**src/rtl/pid_output_pkg.sv**
```systemverilog
// Shared constants and FSM encodings for pid_output_router.
// The optional coalesce counter is enabled by PID_OUTPUT_ROUTER_STATS_EN.
package pid_output_pkg;

    localparam logic [1:0] SEL_FREQ  = 2'd0;
    localparam logic [1:0] SEL_PHASE = 2'd1;
    localparam logic [1:0] SEL_AMP   = 2'd2;

    localparam int FREQ0_ADDR_DEF  = 8;
    localparam int PHASE0_ADDR_DEF = 12;
    localparam int AMP0_ADDR_DEF   = 16;

    typedef enum logic {
        DAC_IDLE,
        DAC_SEND
    } dac_state_t;

    typedef enum logic {
        DDS_IDLE,
        DDS_BUSY
    } dds_state_t;

endpackage

```
**src/rtl/pid_output_router_if.sv**
```systemverilog
// DAC output stream of pid_output_router (valid/ready).
// master = router, slave = DAC sink.
interface pid_output_router_if #(
    parameter int W_DAC_CHAN = 3,
    parameter int W_DAC_DATA = 16
);
    logic                  dac_dv_out;
    logic                  dac_rdy_in;
    logic [W_DAC_CHAN-1:0] dac_chan_out;
    logic [W_DAC_DATA-1:0] dac_data_out;

    modport master (
        output dac_dv_out,
        output dac_chan_out,
        output dac_data_out,
        input  dac_rdy_in
    );

    modport slave (
        input  dac_dv_out,
        input  dac_chan_out,
        input  dac_data_out,
        output dac_rdy_in
    );
endinterface

```
**src/rtl/dds_update_sequencer.sv**
```systemverilog
// Latest-wins freq/phase/amp registers for one DDS and its
// IDLE/BUSY serial-update FSM (freq > phase > amp).
module dds_update_sequencer
    import pid_output_pkg::*;
#(
    parameter int W_FREQ  = 48,
    parameter int W_PHASE = 14,
    parameter int W_AMP   = 10
) (
    input  logic              clk,
    input  logic              rst_n,
    input  logic              wr,
    input  logic [1:0]        wr_sel,
    input  logic [W_FREQ-1:0] wr_data,
    input  logic              done,
    output logic              dv,
    output logic [1:0]        sel,
    output logic [W_FREQ-1:0] data,
    output logic              coalesce
);

    logic [W_FREQ-1:0]  freq;
    logic [W_PHASE-1:0] phase;
    logic [W_AMP-1:0]   amp;
    logic [2:0]         pend;
    logic [2:0]         hit;
    logic [2:0]         clr;
    dds_state_t         state;

    always_comb begin
        hit = '0;
        if (wr) begin
            unique case (wr_sel)
                SEL_FREQ:  hit[0] = 1'b1;
                SEL_PHASE: hit[1] = 1'b1;
                SEL_AMP:   hit[2] = 1'b1;
                default:   hit = '0;
            endcase
        end
    end

    // lowest set bit is the highest-priority pending target
    assign clr = (state == DDS_IDLE) ? (pend & (~pend + 3'd1)) : '0;
    assign coalesce = |(hit & pend);

    always_ff @(posedge clk or negedge rst_n) begin
        if (!rst_n) begin
            state <= DDS_IDLE;
            dv    <= 1'b0;
            sel   <= '0;
            data  <= '0;
            pend  <= '0;
            freq  <= '0;
            phase <= '0;
            amp   <= '0;
        end else begin
            dv   <= 1'b0;
            pend <= (pend & ~clr) | hit;
            if (hit[0]) freq  <= wr_data;
            if (hit[1]) phase <= wr_data[W_PHASE-1:0];
            if (hit[2]) amp   <= wr_data[W_AMP-1:0];
            unique case (state)
                DDS_IDLE: begin
                    if (|pend) begin
                        dv    <= 1'b1;
                        state <= DDS_BUSY;
                        if (pend[0]) begin
                            sel  <= SEL_FREQ;
                            data <= freq;
                        end else if (pend[1]) begin
                            sel  <= SEL_PHASE;
                            data <= W_FREQ'(phase);
                        end else begin
                            sel  <= SEL_AMP;
                            data <= W_FREQ'(amp);
                        end
                    end
                end
                DDS_BUSY: begin
                    if (done) state <= DDS_IDLE;
                end
                default: state <= DDS_IDLE;
            endcase
        end
    end

endmodule

```
**src/rtl/pid_output_router.sv**
```systemverilog
// Routes pipeline results to latest-wins DAC/DDS registers and drains them.
// Define PID_OUTPUT_ROUTER_STATS_EN to add coalesce_cnt_out.
module pid_output_router
    import pid_output_pkg::*;
#(
    parameter int N_DAC       = 8,
    parameter int N_DDS       = 4,
    parameter int W_CHAN      = 5,
    parameter int W_DIN       = 48,
    parameter int W_DAC_CHAN  = 3,
    parameter int W_DAC_DATA  = 16,
    parameter int W_FREQ      = 48,
    parameter int W_PHASE     = 14,
    parameter int W_AMP       = 10,
    parameter int FREQ0_ADDR  = FREQ0_ADDR_DEF,
    parameter int PHASE0_ADDR = PHASE0_ADDR_DEF,
    parameter int AMP0_ADDR   = AMP0_ADDR_DEF
) (
    input  logic                    clk_in,
    input  logic                    rst_n_in,
    input  logic                    dv_in,
    input  logic [W_CHAN-1:0]       chan_in,
    input  logic [W_DIN-1:0]        data_in,
    pid_output_router_if.master     dac,
    output logic [N_DDS-1:0]        dds_dv_out,
    output logic [2*N_DDS-1:0]      dds_sel_out,
    output logic [W_FREQ*N_DDS-1:0] dds_data_out,
    input  logic [N_DDS-1:0]        dds_done_in
`ifdef PID_OUTPUT_ROUTER_STATS_EN
    ,
    output logic [15:0]             coalesce_cnt_out
`endif
);

    logic              r_dv;
    logic [W_CHAN-1:0] r_chan;
    logic [W_DIN-1:0]  r_data;

    always_ff @(posedge clk_in or negedge rst_n_in) begin
        if (!rst_n_in) begin
            r_dv   <= 1'b0;
            r_chan <= '0;
            r_data <= '0;
        end else begin
            r_dv   <= dv_in;
            r_chan <= chan_in;
            r_data <= data_in;
        end
    end

    logic [W_DAC_DATA-1:0] dac_val [N_DAC];
    logic [N_DAC-1:0]      dac_pend;
    logic [N_DAC-1:0]      dac_hit;
    logic [N_DAC-1:0]      dac_clr;
    logic [W_DAC_CHAN-1:0] last;
    logic [W_DAC_CHAN-1:0] pick;
    logic [W_DAC_CHAN-1:0] cand;
    logic                  pick_ok;
    dac_state_t            dac_state;

    always_comb begin
        dac_hit = '0;
        for (int i = 0; i < N_DAC; i++) begin
            if (r_dv && int'(r_chan) == i) dac_hit[i] = 1'b1;
        end
    end

    // scan downward so the nearest channel after last wins
    always_comb begin
        pick    = last;
        cand    = last;
        pick_ok = 1'b0;
        for (int k = N_DAC; k >= 1; k--) begin
            cand = W_DAC_CHAN'((int'(last) + k) % N_DAC);
            if (dac_pend[cand]) begin
                pick    = cand;
                pick_ok = 1'b1;
            end
        end
    end

    always_comb begin
        dac_clr = '0;
        if (dac_state == DAC_IDLE && pick_ok) dac_clr[pick] = 1'b1;
    end

    always_ff @(posedge clk_in or negedge rst_n_in) begin
        if (!rst_n_in) begin
            dac_state        <= DAC_IDLE;
            dac_pend         <= '0;
            last             <= W_DAC_CHAN'(N_DAC - 1);
            dac.dac_dv_out   <= 1'b0;
            dac.dac_chan_out <= '0;
            dac.dac_data_out <= '0;
            for (int i = 0; i < N_DAC; i++) dac_val[i] <= '0;
        end else begin
            dac_pend <= (dac_pend & ~dac_clr) | dac_hit;
            for (int i = 0; i < N_DAC; i++) begin
                if (dac_hit[i]) dac_val[i] <= r_data[W_DAC_DATA-1:0];
            end
            unique case (dac_state)
                DAC_IDLE: begin
                    if (pick_ok) begin
                        dac.dac_dv_out   <= 1'b1;
                        dac.dac_chan_out <= pick;
                        dac.dac_data_out <= dac_val[pick];
                        last             <= pick;
                        dac_state        <= DAC_SEND;
                    end
                end
                DAC_SEND: begin
                    if (dac.dac_rdy_in) begin
                        dac.dac_dv_out <= 1'b0;
                        dac_state      <= DAC_IDLE;
                    end
                end
                default: dac_state <= DAC_IDLE;
            endcase
        end
    end

    logic [N_DDS-1:0] dds_co;

    for (genvar g = 0; g < N_DDS; g++) begin : g_dds
        logic              hf;
        logic              hp;
        logic              ha;
        logic [1:0]        wsel;
        logic              sdv;
        logic [1:0]        ssel;
        logic [W_FREQ-1:0] sdata;

        assign hf = r_dv && (int'(r_chan) == FREQ0_ADDR + g);
        assign hp = r_dv && (int'(r_chan) == PHASE0_ADDR + g);
        assign ha = r_dv && (int'(r_chan) == AMP0_ADDR + g);

        always_comb begin
            wsel = SEL_FREQ;
            unique case (1'b1)
                hp:      wsel = SEL_PHASE;
                ha:      wsel = SEL_AMP;
                default: wsel = SEL_FREQ;
            endcase
        end

        dds_update_sequencer #(
            .W_FREQ (W_FREQ),
            .W_PHASE(W_PHASE),
            .W_AMP  (W_AMP)
        ) u_seq (
            .clk     (clk_in),
            .rst_n   (rst_n_in),
            .wr      (hf | hp | ha),
            .wr_sel  (wsel),
            .wr_data (r_data[W_FREQ-1:0]),
            .done    (dds_done_in[g]),
            .dv      (sdv),
            .sel     (ssel),
            .data    (sdata),
            .coalesce(dds_co[g])
        );

        assign dds_dv_out[g]                 = sdv;
        assign dds_sel_out[2*g +: 2]         = ssel;
        assign dds_data_out[W_FREQ*g +: W_FREQ] = sdata;
    end

`ifdef PID_OUTPUT_ROUTER_STATS_EN
    logic co_any;
    assign co_any = (|(dac_hit & dac_pend)) | (|dds_co);

    always_ff @(posedge clk_in or negedge rst_n_in) begin
        if (!rst_n_in) begin
            coalesce_cnt_out <= '0;
        end else if (co_any && coalesce_cnt_out != 16'hFFFF) begin
            coalesce_cnt_out <= coalesce_cnt_out + 16'd1;
        end
    end
`endif

endmodule
```
**src/flat_wrapper.sv**
```systemverilog
// flat-port wrapper written by rule: the top's interface ports become plain ports
module pid_output_router_flat import pid_output_pkg::*;
#(
    parameter int N_DAC       = 8,
    parameter int N_DDS       = 4,
    parameter int W_CHAN      = 5,
    parameter int W_DIN       = 48,
    parameter int W_DAC_CHAN  = 3,
    parameter int W_DAC_DATA  = 16,
    parameter int W_FREQ      = 48,
    parameter int W_PHASE     = 14,
    parameter int W_AMP       = 10,
    parameter int FREQ0_ADDR  = FREQ0_ADDR_DEF,
    parameter int PHASE0_ADDR = PHASE0_ADDR_DEF,
    parameter int AMP0_ADDR   = AMP0_ADDR_DEF
)
  (clk_in, rst_n_in, dv_in, chan_in, data_in, dds_dv_out, dds_sel_out, dds_data_out, dds_done_in, dac_dac_dv_out, dac_dac_chan_out, dac_dac_data_out, dac_dac_rdy_in);
  pid_output_router_if #(.W_DAC_CHAN(W_DAC_CHAN), .W_DAC_DATA(W_DAC_DATA)) dac_i ();
  input  logic clk_in;
  input  logic rst_n_in;
  input  logic dv_in;
  input  logic [W_CHAN-1:0] chan_in;
  input  logic [W_DIN-1:0] data_in;
  output logic [N_DDS-1:0] dds_dv_out;
  output logic [2*N_DDS-1:0] dds_sel_out;
  output logic [W_FREQ*N_DDS-1:0] dds_data_out;
  input  logic [N_DDS-1:0] dds_done_in;
  output wire logic [$bits(dac_i.dac_dv_out)-1:0] dac_dac_dv_out;
  output wire logic [$bits(dac_i.dac_chan_out)-1:0] dac_dac_chan_out;
  output wire logic [$bits(dac_i.dac_data_out)-1:0] dac_dac_data_out;
  input wire logic [$bits(dac_i.dac_rdy_in)-1:0] dac_dac_rdy_in;
  assign dac_dac_dv_out = dac_i.dac_dv_out;
  assign dac_dac_chan_out = dac_i.dac_chan_out;
  assign dac_dac_data_out = dac_i.dac_data_out;
  assign dac_i.dac_rdy_in = dac_dac_rdy_in;
  pid_output_router #(.N_DAC(N_DAC), .N_DDS(N_DDS), .W_CHAN(W_CHAN), .W_DIN(W_DIN), .W_DAC_CHAN(W_DAC_CHAN), .W_DAC_DATA(W_DAC_DATA), .W_FREQ(W_FREQ), .W_PHASE(W_PHASE), .W_AMP(W_AMP), .FREQ0_ADDR(FREQ0_ADDR), .PHASE0_ADDR(PHASE0_ADDR), .AMP0_ADDR(AMP0_ADDR)) u_core (.clk_in(clk_in), .rst_n_in(rst_n_in), .dv_in(dv_in), .chan_in(chan_in), .data_in(data_in), .dac(dac_i), .dds_dv_out(dds_dv_out), .dds_sel_out(dds_sel_out), .dds_data_out(dds_data_out), .dds_done_in(dds_done_in));
endmodule
```
**config.mk**
```make
export PLATFORM = sky130hd
export DESIGN_NAME = pid_output_router_flat
export DESIGN_NICKNAME = d
export VERILOG_FILES = /design/src/rtl/pid_output_pkg.sv /design/src/rtl/pid_output_router_if.sv /design/src/rtl/dds_update_sequencer.sv /design/src/rtl/pid_output_router.sv /design/src/flat_wrapper.sv
export SDC_FILE = /design/constraint.sdc
export NUM_CORES = 1
export LEC_CHECK = 0
export CAP_MARGIN = 20
export CORE_UTILIZATION = 35
export CTS_CLUSTER_DIAMETER = 150
export DETAILED_ROUTE_END_ITERATION = 16
export GPL_ROUTABILITY_DRIVEN = 0
export SYNTH_ARGS = -nofsm -noshare
export SYNTH_HDL_FRONTEND = slang
export SYNTH_SLANG_ARGS = --single-unit
```
**constraint.sdc**
```tcl
create_clock -name clk_in -period 6.8 [get_ports clk_in]
set_input_delay 1.36 -clock clk_in [delete_from_list [all_inputs] [get_ports clk_in]]
set_output_delay 1.36 -clock clk_in [all_outputs]
set_load 0.005 [all_outputs]
```
* Word-level counts from Yosys, hierarchy flattened
Cells that the tools add are included.
Storage, ports and cells: flip-flop bits (word level) 722, word-level logic and storage cells 283
Operators by class: $add $sub $neg 12, magnitude comparators 11, eq/ne operators 29, multiplexer cells 108, bitwise operators 37, reductions and logical operators 37
Operators with widths (count):
- two-way mux 48 bit | 4
- == test 5 bit, second input constant | 12
- two-way mux 14 bit | 4
- two-way mux 1 bit | 53
- binary-select mux 16 bit (select 3 bit) | 1
- two-way mux 3 bit | 16
- less-than comparator 3 x 4 -> 1 bit, second input constant | 9
- two-way mux 16 bit | 2
- bitwise AND 3 bit | 8
- binary-select mux 1 bit (select 3 bit) | 8
- inverter 3 bit | 8
- logical AND 1 bit | 22
- == test 5 x 4 -> 1 bit, second input constant | 4
- adder 3 x 1 -> 3 bit, second input constant | 6
- two-way mux 2 bit | 8
- case mux 2 bit (2 select lines) | 4
- adder 3 bit, second input constant | 4
- bitwise OR 3 bit | 4
- case mux 1 bit (2 select lines) | 6
- AND reduction 2 bit | 6
- OR reduction 3 bit | 4
- == test 5 x 3 -> 1 bit, second input constant | 2
- bitwise AND 8 bit | 1
- == test 2 x 1 -> 1 bit, second input constant | 4
- other kinds (16) | 34

* Longest topological paths before layout
word-level depth 19, depth in mapped cells 16

* Modules after synthesis
From an unflattened synthesis, not the netlist that was laid out.
Second synthesis, totals: cells, all modules 2384, area, all modules 30312.8 um2
Modules (own cells, without submodules):
- dds_update_sequencer | times used 4, cells an instance 409, area an instance 5172.5 um2, sequential area each 3178.0 um2
- pid_output_router | times used 1, cells an instance 748, area an instance 9623.0 um2, sequential area each 5358.9 um2

* Worst setup path before layout
Ideal clock, no wire load.
path kind flip-flop to flip-flop, from reg u_core.last[0], to reg u_core.dac.dac_data_out[0], library setup time 0.121 ns, arrival time 3.654 ns, slack 3.025 ns, stages on the path, launching flop included 17, period minus slack after synthesis 3.775 ns, cells stage by stage dfstp_2 buf_2 buf_2 inv_1 ha_1 buf_2 mux4_2 mux2i_4 a21oi_2 o32ai_4 xnor2_2 buf_4 buf_6 mux2i_1 mux2i_1 a22oi_1 nand2_1
Between the ends: word-level cells in the longest chain between the ends 15, elaborated cells on any way between the ends 45, those cells by class add/sub: 8; mux: 35; bitwise: 1; reduce/logical: 1
RTL lines:
- start: declaration | RTL line pid_output_router.sv:55 | logic [W_DAC_CHAN-1:0] last;
- start signal: assignment | RTL line pid_output_router.sv:91 | last <= W_DAC_CHAN'(N_DAC - 1);
- start signal: assignment | RTL line pid_output_router.sv:107 | last <= pick;
- adder 3 x 1 -> 3 bit | RTL line pid_output_router.sv:74 | cand = W_DAC_CHAN'((int'(last) + k) % N_DAC);
- binary-select mux 1 bit (select 3 bit) | RTL line pid_output_router.sv:75 | if (dac_pend[cand]) begin
- two-way mux 1 bit (not written as such) | RTL line pid_output_router.sv:75
- two-way mux 3 bit (8 in series) | RTL line pid_output_router.sv:75
- inverter 3 -> 4 bit (not written as such) | RTL line pid_output_router.sv:106 | dac.dac_data_out <= dac_val[pick];
- binary-select mux 16 bit (select 3 bit) | RTL line pid_output_router.sv:106
- two-way mux 16 bit (not written as such) (2 in series) | RTL line pid_output_router.sv:106
- end signal: assignment | RTL line pid_output_router.sv:106
- end: declaration | RTL line pid_output_router_if.sv:15 | output dac_data_out,
Parallel ways exist; a longest one is shown, timed or not. The select of a mux whose other input is x is not followed. A chain may end at the register's enable or synchronous reset.

* Worst setup path after layout
from reg u_core.last[0], to reg u_core.dac.dac_data_out[12]
Same word-level chain as after synthesis.

==> run_results.csv <==
group,metric,value,unit
critical_path,worstSetupStartpointType,"flop",
critical_path,cp_slowest_cell,"dfstp_2",
clock_network,postCtsHoldBufs,0,
synthesis,synth.cell_area,29200,sq um
grt,gr-total-overflow,0,
clock_network,cts_tree,"done",
clock_network,clock-sinks,722,
critical_path,crit_chain,"inv_1, ha_1, mux4_2, nor2_1, a21oi_2, o32ai_4, xnor2_4, buf_4, mux2i_1, mux2i_1, a22oi_1, nand2_1",
critical_path,crit_type,"flop to flop",
placement,post-place-ws,1950,ps
grt,grt_max_degree,184,
floorplan,io_pins,285,
clock_network,cts_max_level,3,
critical_path,cpLargestDelayFamily,"multiplexers",
placement,dp_hpwl,50.9,mm
timing,setup_viol,0,
timing,drv_slew,0,
floorplan,start_util,0.355,
critical_path,worst-path-buf-inv,2,
synthesis,synth_warnings,0,
final_layout,seq_area,18100,sq um
synthesis,ys_async_sr_fraction,1.00,
timing,slew_headroom,0.250,
timing,fin_ws,1870,ps
synthesis,syn_inst,2353,
clock_network,cts_max_path_buffers,3,
drt,wl,80.9,mm
critical_path,worst_ep_arrival_time,5430,ps
drt,drcViolationCount,0,
hold_path,hp-class,"flop to flop",
timing,rsz0062_at_grt,"false",
timing,period_share,0.726,
timing,setup-tns-final,0,ps
clock_network,cts_made_buffers,79,
timing,max_freq,203,MHz
power_and_ir_drop,power_frac_comb,0.327,
power_and_ir_drop,p_int,0.0102,W
final_layout,multi_input_area,10500,sq um
power_and_ir_drop,ir_drop,0.732,mV
clock_network,root_buffer,"clkbuf_16",
final_layout,layout-drive-gt1-share,0.232,
critical_path,critPathMostFrequentCell,"mux2i_1",
synthesis,syn_area_per_cell,12.4,sq um
critical_path,cp-end-kind,"flop",
flow_run,maxCapViolations,0,
grt,grt_pass1_wl,125,mm
drt,wl_per_cell,21.8,um
final_layout,fin_util,0.436,
drt,firstDrtPassIters,5,
floorplan,die_w,291,um
timing,finalHoldViolCount,0,
clock_network,cts_resized,0,
drt,drt_iter0_drc,1240,
synthesis,synth_top_area_frac,0.615,
final_layout,syn_to_final_growth,22.8,%
critical_path,worst_ep_required_time,7290,ps
power_and_ir_drop,switching_share,0.328,
floorplan,core,82400,sq um
synthesis,syn-num-nets,2416,
power_and_ir_drop,pwr-share-seq,0.373,
grt,track_usage,0.192,
final_layout,nets,2638,
synthesis,netlist_top_cells_area,"dfrtp_1 (62%), mux2_2 (16%), nand2_1 (5.3%), mux2i_1 (4.4%), nand3_1 (2.4%)",
clock_network,path_clk_slew,60,ps
clock_network,cts_setup_buffers,0,
clock_network,clk-insertion-delay-late,650,ps
critical_path,slowest_delay,800,ps
drt,via_count,19000,
synthesis,synth_edf_count,0,
power_and_ir_drop,pwr-share-clk,0.300,
synthesis,synthFlopType,"dfrtp_1",
synthesis,ys_ff_latch,722,
power_and_ir_drop,power_switching,0.00496,W
final_layout,fillers,7517,
timing,skew,41.8,ps
power_and_ir_drop,p_leak,16.9,nW
grt,grt_pass1_vias,20300,
synthesis,synth_top_area_cell,"dfrtp_1",
status,status,"finished, final reports clean",
power_and_ir_drop,powerDensity,421,nW/um^2
timing,worst_pin_slew,1120,ps
synthesis,seq_area_frac_synth,0.618,
synthesis,yosysUniqueCellTypes,55,
floorplan,fp-row-count,105,
floorplan,die_area,84700,sq um
grt,antenna_found_initial,3,
drt,detail-route-antenna-nets,0,
placement,port_buffers,284,
drt,viasPerCell,5.13,
floorplan,die_h,291,um
critical_path,path_max_fanout,46,
timing,finalCriticalPeriod,4930,ps
area by class of cell:
class / instances / share of cell area
repair buffers: 311 / 0.0879
inverters: 18 / 0.00188
multi-input cells: 1443 / 0.291
well taps: 1070 / 0.0373
diodes: 1 / 0.0000697
clock buffers: 111 / 0.0629
clock inverters: 34 / 0.0150
flip-flops and latches: 722 / 0.504
cells by family after synthesis:
group                      count (synthesis)  synth area share
and+or+nand+nor                          663            0.0952
DFF                                      722             0.618
xor gates and xnor gates                   5           0.00201
adders and majority gates                  2          0.000856
buffers and inverters                    188            0.0264
AOI/OAI and AO/OA                        211            0.0428
muxes                                    562             0.215
metrics by stage:
step           cell area [sq um]  hold slack, ps  power [W]  cells
2_1_floorplan              29200             463    0.00918   2353
3_3_place_gp               33000             451     0.0104   3560
3_5_place_dp               33100             456     0.0106   3562
4_1_cts                    35900             473     0.0152   3707
5_1_grt                    35900             489     0.0159   3710
6_report                   35900             469     0.0151   3710
placed cells by master (no fill, tap or decap), drive strengths merged, types with 6 or more instances in the layout:
cell type      Yosys  routed
mux2i            130     130
nor2              74      74
nor2b              8       8
clkinv             1      21
inv               17      22
bufinv             0       9
a21oi             70      70
a22oi             36      36
and3               6       6
clkdlybuf4s50      0     283
mux2             423     423
o21ai             83      83
clkbuf           132     111
dfrtp            719     719
nand2            410     410
nand2b             8       8
nand3            138     138
mux4               9       9
buf               38      28
Yosys cell counts (all sizes together) (2+ instances only):
library cell / number
nor2: 74
and3: 6
a22o: 2
ha: 2
and2: 2
clkbuf: 132
or2: 5
a31oi: 2
nand3: 138
nor2b: 8
o2111ai: 2
mux2: 423
inv: 17
nor3: 5
o21bai: 2
o21ai: 83
a21boi: 2
dfstp: 3
a21oi: 70
xnor2: 5
mux2i: 130
a22oi: 36
mux4: 9
nand2b: 8
dfrtp: 719
a21o: 2
nand3b: 3
nand2: 410
buf: 38
power by group through the flow:
stage | Sequential [W] | Clock [W] | Combinational [W]
CTS | 0.00564 | 0.00466 | 0.00495
finish | 0.00563 | 0.00454 | 0.00495
detailed placement | 0.00571 | 0 | 0.00492
floorplan | 0.00547 | 0 | 0.00371
global route | 0.00573 | 0.00483 | 0.00534
global placement | 0.00567 | 0 | 0.00474
path summary, 6_finish.rpt:
path / from / to / slack [ps] / cells past startpoint
max: u_core.last[0]$_DFFE_PN1P_ / u_core.dac.dac_data_out[12]$_DFFE_PN0P_ / 1870 / 12
min: u_core.g_dds[1].u_seq.data[22]$_DFFE_PN0P_ / u_core.g_dds[1].u_seq.data[22]$_DFFE_PN0P_ / 470 / 2
max reg2reg: u_core.last[0]$_DFFE_PN1P_ / u_core.dac.dac_data_out[12]$_DFFE_PN0P_ / 1870 / 12
min reg2reg: u_core.g_dds[1].u_seq.data[22]$_DFFE_PN0P_ / u_core.g_dds[1].u_seq.data[22]$_DFFE_PN0P_ / 470 / 2
max in group asynchronous: rst_n_in / u_core.g_dds[2].u_seq.pend[0]$_DFF_PN0_ / 4670 / 2
min in group asynchronous: rst_n_in / u_core.r_data[11]$_DFF_PN0_ / 660 / 1
flip-flops by register name, summed over array words and instances (netlist names):
| name | flops |
|---|---|
| u_core.dac.dac_dv_out | 1 |
| u_core.dac_state | 1 |
| u_core.dac_val | 128 |
| u_core.dac.dac_chan_out | 3 |
| u_core.g_dds.u_seq.state | 4 |
| u_core.dac.dac_data_out | 16 |
| u_core.last | 3 |
| u_core.g_dds.u_seq.data | 192 |
| u_core.g_dds.u_seq.amp | 40 |
| u_core.r_chan | 5 |
| u_core.g_dds.u_seq.freq | 192 |
| u_core.g_dds.u_seq.dv | 4 |
| u_core.g_dds.u_seq.phase | 56 |
| u_core.g_dds.u_seq.sel | 8 |
| u_core.g_dds.u_seq.pend | 12 |
| u_core.r_dv | 1 |
| u_core.r_data | 48 |
| u_core.dac_pend | 8 |
worst min-delay path: cells and delay by family (launching register included):
| kind | cells | cell delay [ps] |
|---|---|---|
| simple gates | 2 | 100 |
| flops | 1 | 340 |
metal layers:
| metal | vias to the layer above | part of all wire | GRT usage | wire length [um] |
|---|---|---|---|---|
| li1 | 8529 | - | - | - |
| met1 | 9851 | 0.42 | 0.243 | 34400 |
| met2 | 496 | 0.49 | 0.322 | 39700 |
| met3 | 144 | 0.057 | 0.0468 | 4640 |
| met4 | 4 | 0.027 | 0.0619 | 2210 |
| met5 | - | 0.00033 | 0 | 27 |
No activity file was read; power rests on OpenSTA's default activity.
